<file path="src/rtl/mips_pkg.sv">
// Shared opcode, ALU/mux encodings, state enum and control-word layout for the
// multicycle MIPS control FSM.
package mips_pkg;

    localparam logic [5:0] OP_RTYPE = 6'b000000;
    localparam logic [5:0] OP_LW    = 6'b100011;
    localparam logic [5:0] OP_SW    = 6'b101011;
    localparam logic [5:0] OP_BEQ   = 6'b000100;
    localparam logic [5:0] OP_ADDI  = 6'b001000;
    localparam logic [5:0] OP_J     = 6'b000010;

    localparam logic [1:0] ALUOP_ADD   = 2'b00;
    localparam logic [1:0] ALUOP_SUB   = 2'b01;
    localparam logic [1:0] ALUOP_FUNCT = 2'b10;
    localparam logic [1:0] ALUOP_ADDI  = 2'b11;

    localparam logic [1:0] SRCB_REG     = 2'b00;
    localparam logic [1:0] SRCB_FOUR    = 2'b01;
    localparam logic [1:0] SRCB_IMM     = 2'b10;
    localparam logic [1:0] SRCB_IMM_SH2 = 2'b11;

    localparam logic [1:0] PCSRC_ALU    = 2'b00;
    localparam logic [1:0] PCSRC_ALUOUT = 2'b01;
    localparam logic [1:0] PCSRC_JUMP   = 2'b10;

    typedef enum logic [3:0] {
        S_FETCH    = 4'd0,
        S_DECODE   = 4'd1,
        S_MEMADR   = 4'd2,
        S_MEMREAD  = 4'd3,
        S_MEMWB    = 4'd4,
        S_MEMWRITE = 4'd5,
        S_EXECUTE  = 4'd6,
        S_ALUWB    = 4'd7,
        S_BRANCH   = 4'd8,
        S_ADDIEX   = 4'd9,
        S_ADDIWB   = 4'd10,
        S_JUMP     = 4'd11
    } state_t;

    typedef struct packed {
        logic       iord;
        logic       mem_read;
        logic       mem_write;
        logic       ir_write;
        logic       reg_dst;
        logic       memto_reg;
        logic       reg_write;
        logic       alu_src_a;
        logic       pc_write;
        logic       branch;
        logic [1:0] alu_op;
        logic [1:0] alu_src_b;
        logic [1:0] pc_src;
    } ctrl_t;

    function automatic logic is_legal_op(input logic [5:0] op);
        return (op == OP_RTYPE) || (op == OP_LW) || (op == OP_SW) ||
               (op == OP_BEQ) || (op == OP_ADDI) || (op == OP_J);
    endfunction

endpackage

</file>
<file path="src/rtl/multicycle_control_outdec.sv">
// Combinational state -> control-word decode; FETCH strobes follow mem_ready.
module multicycle_control_outdec
    import mips_pkg::*;
(
    input  state_t i_state,
    input  logic   i_mem_ready,
    output ctrl_t  o_ctrl
);

    always_comb begin
        o_ctrl = '0;
        case (i_state)
            S_FETCH: begin
                o_ctrl.mem_read  = 1'b1;
                o_ctrl.alu_src_b = SRCB_FOUR;
                o_ctrl.alu_op    = ALUOP_ADD;
                o_ctrl.pc_src    = PCSRC_ALU;
                o_ctrl.ir_write  = i_mem_ready;
                o_ctrl.pc_write  = i_mem_ready;
            end
            S_DECODE: begin
                o_ctrl.alu_src_b = SRCB_IMM_SH2;
                o_ctrl.alu_op    = ALUOP_ADD;
            end
            S_MEMADR: begin
                o_ctrl.alu_src_a = 1'b1;
                o_ctrl.alu_src_b = SRCB_IMM;
                o_ctrl.alu_op    = ALUOP_ADD;
            end
            S_MEMREAD: begin
                o_ctrl.iord     = 1'b1;
                o_ctrl.mem_read = 1'b1;
            end
            S_MEMWB: begin
                o_ctrl.memto_reg = 1'b1;
                o_ctrl.reg_write = 1'b1;
            end
            S_MEMWRITE: begin
                o_ctrl.iord      = 1'b1;
                o_ctrl.mem_write = 1'b1;
            end
            S_EXECUTE: begin
                o_ctrl.alu_src_a = 1'b1;
                o_ctrl.alu_src_b = SRCB_REG;
                o_ctrl.alu_op    = ALUOP_FUNCT;
            end
            S_ALUWB: begin
                o_ctrl.reg_dst   = 1'b1;
                o_ctrl.reg_write = 1'b1;
            end
            S_BRANCH: begin
                o_ctrl.alu_src_a = 1'b1;
                o_ctrl.alu_src_b = SRCB_REG;
                o_ctrl.alu_op    = ALUOP_SUB;
                o_ctrl.pc_src    = PCSRC_ALUOUT;
                o_ctrl.branch    = 1'b1;
            end
            S_ADDIEX: begin
                o_ctrl.alu_src_a = 1'b1;
                o_ctrl.alu_src_b = SRCB_IMM;
                o_ctrl.alu_op    = ALUOP_ADDI;
            end
            S_ADDIWB: begin
                o_ctrl.reg_write = 1'b1;
            end
            S_JUMP: begin
                o_ctrl.pc_src   = PCSRC_JUMP;
                o_ctrl.pc_write = 1'b1;
            end
            default: ;
        endcase
    end

endmodule

</file>
<file path="src/rtl/multicycle_control.sv">
// Multicycle MIPS control FSM: next-state logic, retired-instruction counter,
// and reset gating of the write/read strobes around the output decoder.
module multicycle_control
    import mips_pkg::*;
#(
    parameter int CNT_W = 32
) (
    input  logic             clk,
    input  logic             rst_n,
    input  logic [5:0]       opcode,
    input  logic             mem_ready,
    output logic             IorD,
    output logic             MemRead,
    output logic             MemWrite,
    output logic             IRWrite,
    output logic             RegDst,
    output logic             MemtoReg,
    output logic             RegWrite,
    output logic             ALUSrcA,
    output logic             PCWrite,
    output logic             Branch,
    output logic [1:0]       ALUOp,
    output logic [1:0]       ALUSrcB,
    output logic [1:0]       PCSrc,
    output logic             illegal_op,
    output logic [CNT_W-1:0] instr_count,
    output logic [3:0]       state
);

    state_t           r_state;
    logic [CNT_W-1:0] r_count;
    state_t           w_next;
    logic             w_retire;
    ctrl_t            w_ctrl;

    multicycle_control_outdec u_outdec (
        .i_state     (r_state),
        .i_mem_ready (mem_ready),
        .o_ctrl      (w_ctrl)
    );

    always_comb begin
        w_next = S_FETCH;
        case (r_state)
            S_FETCH:    w_next = mem_ready ? S_DECODE : S_FETCH;
            S_DECODE: begin
                case (opcode)
                    OP_LW, OP_SW: w_next = S_MEMADR;
                    OP_RTYPE:     w_next = S_EXECUTE;
                    OP_BEQ:       w_next = S_BRANCH;
                    OP_ADDI:      w_next = S_ADDIEX;
                    OP_J:         w_next = S_JUMP;
                    default:      w_next = S_FETCH;
                endcase
            end
            S_MEMADR:   w_next = (opcode == OP_LW) ? S_MEMREAD : S_MEMWRITE;
            S_MEMREAD:  w_next = mem_ready ? S_MEMWB : S_MEMREAD;
            S_MEMWB:    w_next = S_FETCH;
            S_MEMWRITE: w_next = mem_ready ? S_FETCH : S_MEMWRITE;
            S_EXECUTE:  w_next = S_ALUWB;
            S_ALUWB:    w_next = S_FETCH;
            S_BRANCH:   w_next = S_FETCH;
            S_ADDIEX:   w_next = S_ADDIWB;
            S_ADDIWB:   w_next = S_FETCH;
            S_JUMP:     w_next = S_FETCH;
            default:    w_next = S_FETCH;
        endcase
    end

    // An illegal opcode also returns to FETCH from DECODE, so DECODE is excluded.
    always_comb begin
        w_retire = 1'b0;
        case (r_state)
            S_MEMWB, S_MEMWRITE, S_ALUWB, S_BRANCH, S_ADDIWB, S_JUMP:
                w_retire = (w_next == S_FETCH);
            default: w_retire = 1'b0;
        endcase
    end

    always_ff @(posedge clk) begin
        if (!rst_n) begin
            r_state <= S_FETCH;
            r_count <= '0;
        end else begin
            r_state <= w_next;
            if (w_retire)
                r_count <= r_count + CNT_W'(1);
        end
    end

    assign IorD        = w_ctrl.iord;
    assign MemRead     = w_ctrl.mem_read & rst_n;
    assign MemWrite    = w_ctrl.mem_write & rst_n;
    assign IRWrite     = w_ctrl.ir_write & rst_n;
    assign RegDst      = w_ctrl.reg_dst;
    assign MemtoReg    = w_ctrl.memto_reg;
    assign RegWrite    = w_ctrl.reg_write & rst_n;
    assign ALUSrcA     = w_ctrl.alu_src_a;
    assign PCWrite     = w_ctrl.pc_write & rst_n;
    assign Branch      = w_ctrl.branch;
    assign ALUOp       = w_ctrl.alu_op;
    assign ALUSrcB     = w_ctrl.alu_src_b;
    assign PCSrc       = w_ctrl.pc_src;
    assign illegal_op  = rst_n & (r_state == S_DECODE) & ~is_legal_op(opcode);
    assign instr_count = r_count;
    assign state       = r_state;

endmodule

</file>
<file path="config.mk">
export PLATFORM = sky130hd
export DESIGN_NAME = multicycle_control
export DESIGN_NICKNAME = d
export VERILOG_FILES = /design/src/rtl/mips_pkg.sv /design/src/rtl/multicycle_control_outdec.sv /design/src/rtl/multicycle_control.sv
export SDC_FILE = /design/constraint.sdc
export NUM_CORES = 1
export LEC_CHECK = 0
export ABC_AREA = 0
export CORE_ASPECT_RATIO = 0.7
export CORE_MARGIN = 3
export CORE_UTILIZATION = 63
export CTS_CLUSTER_DIAMETER = 50
export DETAILED_ROUTE_END_ITERATION = 6
export DONT_BUFFER_PORTS = 1
export PLACE_DENSITY = 0.78
export SLEW_MARGIN = 20
export SYNTH_ARGS = -nofsm -noshare
export SYNTH_HDL_FRONTEND = slang
export SYNTH_SLANG_ARGS = --single-unit
</file>
<file path="constraint.sdc">
create_clock -name clk -period 2.7 [get_ports clk]
set_clock_uncertainty 0.2 [all_clocks]
set_input_delay 0.81 -clock clk [delete_from_list [all_inputs] [get_ports clk]]
set_output_delay 0.81 -clock clk [all_outputs]
set_load 0.05 [all_outputs]
</file>
# [Word-level counts from Yosys, hierarchy flattened]
# Cells that the tools add are included.
[word_totals] reg_bits=36 in_bits=9 out_inout_bits=53 wordCells=60
[op_classes] add_sub_neg=1 n_eq_ne=16 n_mux=19 bitwise_logic=8 n_reduce_logical=14
[op_table] op="adder 32 x 1 -> 32 bit (second input constant)" n=1
[op_table] op="one-hot mux 4 bit (7 select lines)" n=1
[op_table] op="one-hot mux 4 bit (6 select lines)" n=1
[op_table] op="one-hot mux 4 bit (5 select lines)" n=1
[op_table] op="== test 4 x 3 -> 1 bit (second input constant)" n=4
[op_table] op="== test 4 bit (second input constant)" n=4
[op_table] op="== test 6 bit (second input constant)" n=2
[op_table] op="2-to-1 mux 1 bit" n=11
[op_table] op="2-to-1 mux 3 bit" n=3
[op_table] op="== test 4 x 2 -> 1 bit (second input constant)" n=2
[op_table] op="zero test 4 bit" n=2
[op_table] op="bitwise AND 1 bit" n=7
[op_table] op="== test 6 x 2 -> 1 bit (second input constant)" n=1
[op_table] op="== test 6 x 3 -> 1 bit (second input constant)" n=1
[op_table] op="== test 6 x 4 -> 1 bit (second input constant)" n=1
[op_table] op="zero test 6 bit" n=1
[op_table] op="OR reduction 2 bit" n=3
[op_table] op="OR reduction 6 bit" n=1
[op_table] op="logical OR 1 bit" n=5
[op_table] op="== test 4 x 1 -> 1 bit (second input constant)" n=1
[op_table] op="one-hot mux 2 bit (2 select lines)" n=1
[op_table] op="OR reduction 4 bit" n=1
[op_table] op="OR reduction 3 bit" n=1
[op_table] op="one-hot mux 1 bit (2 select lines)" n=1
[op_table] op="NOT 1 bit" n=1

# [Logic depth before layout (Yosys ltp)]
[logic_depth] depth_word=8 mapped_depth=8 ltp_nobuf=5

# [Cells and area by module]
# From an unflattened synthesis, not the netlist that was laid out.
[hier_totals] hier_cells=271 area_unflattened_um2=2117.0
[modules_own_cells] mod="multicycle_control" n_inst=1 cells_per_inst=240 area_per_inst_um2=1931.9
[modules_own_cells] mod="multicycle_control_outdec" n_inst=1 cells_per_inst=31 area_per_inst_um2=185.2

# [Least setup slack after synthesis]
# No wires, ideal clock.
[synth_timing] kind="register to output" start="register r_state[2], in the netlist state[2]" end="output PCWrite" arrival_time_ns=3.190 required_ns=1.690 setup_slack_ns=-1.500 stages_incl_launch_ff=6 n_path_buf=1 cell_sequence="dfxtp_1 -> buf_1 -> nor2_1 -> nand2_1 -> nor4b_1 -> a21o_1"
[synth_via] elab_chain_cells=3 word_cells_on_any_way=4 classes_between="eq/ne: 1; mux: 1; bitwise: 1; reduce/logical: 1"
[synth_lines] element="from (decl)" line="multicycle_control.sv:30" source="state_t r_state;"
[synth_lines] element="from (signal assigned)" line="multicycle_control.sv:85" source="r_state <= w_next;"
[synth_lines] element="== test 4 bit or zero test 4 bit (tied branches)" line="multicycle_control_outdec.sv:12" source="case (i_state)"
[synth_lines] element="one-hot mux 1 bit (2 select lines) (*)" line="multicycle_control_outdec.sv:12"
[synth_lines] element="bitwise AND 1 bit (*)" line="multicycle_control.sv:99" source="assign PCWrite = w_ctrl.pc_write & rst_n;"
[synth_lines] element="to (decl)" line="multicycle_control.sv:20" source="output logic PCWrite,"
# Every way passes the cells marked *; elsewhere a longest branch is shown, timed or not.

# [Worst setup path in the final report]
[layout_timing] start="input opcode[2]" end="output illegal_op"
[layout_via] elab_chain_cells=8 word_cells_on_any_way=13 classes_between="eq/ne: 5; bitwise: 2; reduce/logical: 6"
[layout_lines] element="from (decl)" line="multicycle_control.sv:10" source="input logic [5:0] opcode,"
[layout_lines] element="== test 6 bit or zero test 6 bit (tied branches)" line="mips_pkg.sv:58" source="return (op == OP_RTYPE) || (op == OP_LW) || (op == OP_SW) ||"
[layout_lines] element="logical OR 1 bit (3 in series)" line="mips_pkg.sv:58"
[layout_lines] element="logical OR 1 bit" line="mips_pkg.sv:59" source="(op == OP_BEQ) || (op == OP_ADDI) || (op == OP_J);"
[layout_lines] element="logical OR 1 bit (*)" line="mips_pkg.sv:59"
[layout_lines] element="NOT 1 bit (*)" line="multicycle_control.sv:104" source="assign illegal_op = rst_n & (r_state == S_DECODE) & ~is_legal_op(opcode);"
[layout_lines] element="bitwise AND 1 bit (*)" line="multicycle_control.sv:104"
[layout_lines] element="to (decl)" line="multicycle_control.sv:25" source="output logic illegal_op,"
# Marked as above.

==> impl_metrics.py <==
metrics = {
    "setup_path": {
        "critPathKind": "primary input to primary output",
        "crit_chain": "xor2_1 > o211ai_1 > nor4bb_4 > buf_12",
        "max_stage_delay_ps": 300,
        "cp.required_ps": 1690,
        "cp-start-kind": "primary input",
        "crit_family": "simple AND/OR/NAND/NOR gates",
        "crit_fanout": 4,
        "critPathBufInv": 1,
        "slowest_stage": "nor4bb_4",
        "crit_arrival_ps": 1650,
        "endpoint_kind": "primary output",
    },
    "run": {
        "drv_cap": 0,
    },
    "global_routing": {
        "grt_max_degree": 34,
        "antenna_found_initial": 0,
        "grt_pass1_wl_um": 9540,
        "first_global_vias": 2061,
        "grt.total_usage_pct": 31.6,
        "overflow": 0,
    },
    "place": {
        "dp_hpwl_um": 4450,
        "dp_slack_ps": 30.1,
        "portBuffers": 0,
        "place_inst": 327,
        "place.gp.congestion": 0.878,
    },
    "cells_and_area": {
        "antenna_cells": 0,
        "final_common_cell": "buf_4",
        "final_cell_mix": "buf_4 (50), dfxtp_1 (32), nor2_1 (30)",
        "post-route-util_pct": 90.2,
        "drive_above_1_share_pct": 27.6,
        "fin_cells": 337,
        "area_growth_pct": 29.1,
        "fin_nets": 310,
    },
    "yosys": {
        "synth-seq-cells": 36,
        "yosysSeqAreaShare_pct": 35.1,
        "synth_edf_count": 0,
        "syn_area_per_cell_um2": 7.97,
        "synthCells": 258,
        "syn-cell-area_um2": 2060,
        "async_reset_ff_share_pct": 0,
        "synth_ff_type": "dfxtp_1",
        "ys_warn_count": 0,
        "synth.net_count": 268,
        "synthDistinctLibCells": 46,
    },
    "clocking": {
        "h-tree-depth": 2,
        "cts_tree": "built",
        "clock_latency_ps": 290,
        "cts_hold_buffers": 0,
        "clock-sinks": 36,
        "cts.path.max_buffers": 2,
        "clk_pin_slew_ps": 80,
        "root_buffer": "clkbuf_8",
        "cts_buffers": 5,
    },
    "power": {
        "p_switching_mw": 0.271,
        "netSwitchingFraction_pct": 26.7,
        "peakVddDrop_v": 0.000346,
        "power_frac_seq_pct": 52.6,
        "pwr-share-comb_pct": 9.3,
        "p_per_area_nw_per_um2": 382,
        "internal_power_mw": 0.743,
        "clockPowerShare_pct": 38.1,
        "leakage_nw": 0.961,
    },
    "die": {
        "dieArea_um2": 4000,
        "start_util_pct": 69.9,
        "rows": 16,
        "coreArea_um2": 2940,
        "boundaryPins": 62,
        "fp.dieH_um": 53.8,
        "die_w_um": 74.3,
    },
    "routing": {
        "drc_errors": 0,
        "wl_per_cell_um": 17.8,
        "route.antenna.remaining_nets": 0,
        "met3WireLength_um": 610,
        "met1_length_um": 2520,
        "vias": 2158,
        "routed.top_layer": "met4",
        "first_iter_violations": 199,
        "wl_met2_um": 2750,
        "via_per_inst": 6.40,
        "first_pass_iters": 4,
        "wl_um": 5990,
    },
    "sta": {
        "fin_setup_tns_ps": 0,
        "tightest_slew_ps": 607,
        "relSlewSlack_pct": 59.5,
        "fin_ws_ps": 39.1,
        "min_period_over_period_pct": 98.6,
        "setup_viol": 0,
        "fmax_ghz": 0.376,
        "whs_ps": 368,
        "post-route-min-period_ps": 2660,
        "slew_violations": 0,
        "hold_violations": 0,
    },
    "hold_path": {
        "hold_class": "flop to flop",
    },
    "outcome": {
        "status": "complete, no violations",
    },
}
## power groups by stage
stage	logic [mW]	registers, mW	clock network, mW
detailed placement	0.0913	0.545	0
floorplan	0.0666	0.551	0
CTS	0.0920	0.533	0.382
finish	0.0947	0.533	0.387
global route	0.100	0.533	0.408
global placement	0.0887	0.545	0
## synth_stat cells (2+ instances only)
master    count  area (um^2)
a211oi_1      2         15.0
a21o_1        2         15.0
a21oi_1      15         75.1
and3_1        4         25.0
and4_1        6         52.6
buf_2         5         25.0
clkbuf_1     11         41.3
dfxtp_1      36          721
inv_1         2         7.51
mux2i_1       3         30.0
nand2_1      17         63.8
nand2b_1      5         31.3
nand3_1      12         60.1
nand3b_1      2         15.0
nand4_1       5         31.3
nor2_1       34          128
nor2b_1       2         12.5
nor3_1        9         45.0
nor4_1        9         56.3
nor4b_1       9         78.8
nor4bb_1      2         20.0
o21ai_0       9         45.0
o31ai_1       4         30.0
or3_1         6         37.5
or4_1         4         30.0
xnor2_1      19          166
xor2_1        5         43.8
## layer usage
| metal | up-vias | GRT usage [%] |
|---|---|---|
| li1 | 1014 | - |
| met1 | 998 | 41.0 |
| met2 | 128 | 52.1 |
| met3 | 18 | 6.34 |
| met4 | 0 | 12.4 |
| met5 | - | 0 |
## cells by family after synthesis
group           after synthesis  synth area share [%]
simple gates                131                  35.6
compound gates               41                  12.2
flops                        36                  35.1
xor+xnor                     24                  10.2
buf+inv                      22                  4.87
mux                           3                  1.46
fa+ha+maj                     1                 0.609
## path summary, 6_finish.rpt
| path | start | to | slack, ps | cells past startpoint |
|---|---|---|---|---|
| worst min register to register | state[2]$_SDFF_PN0_ | state[3]$_SDFF_PN0_ | 370 | 1 |
| worst max-delay path | opcode[2] | illegal_op | 40 | 4 |
| worst max register to register | state[3]$_SDFF_PN0_ | instr_count[26]$_SDFFE_PN0P_ | 150 | 6 |
| worst min-delay path | state[2]$_SDFF_PN0_ | state[3]$_SDFF_PN0_ | 370 | 1 |
## cell type report
class	count	area, um^2
Multi-Input combinational cell	200	1350
Sequential cell	36	728
Timing Repair Buffer	54	432
Fill cell	143	289
Clock buffer	5	68.8
Tap cell	36	45.0
Clock inverter	3	18.8
Inverter	3	11.3
## state kept, by name, indices dropped and copies added (netlist names)
signal	cells
instr_count	32
state	4
## stage by stage
step	power [mW]	cell area [um^2]
2_1_floorplan	0.617	2170
3_3_place_gp	0.634	2530
3_5_place_dp	0.637	2530
4_1_cts	1.01	2630
5_1_grt	1.04	2650
6_report	1.01	2650
## timing repair
action                     CTS  global route
pin swaps                    0             2
setup endpoints to repair    2             4
gates resized for setup      1             5
setup buffers                0             2
No activity file was read; power rests on OpenSTA's default activity.
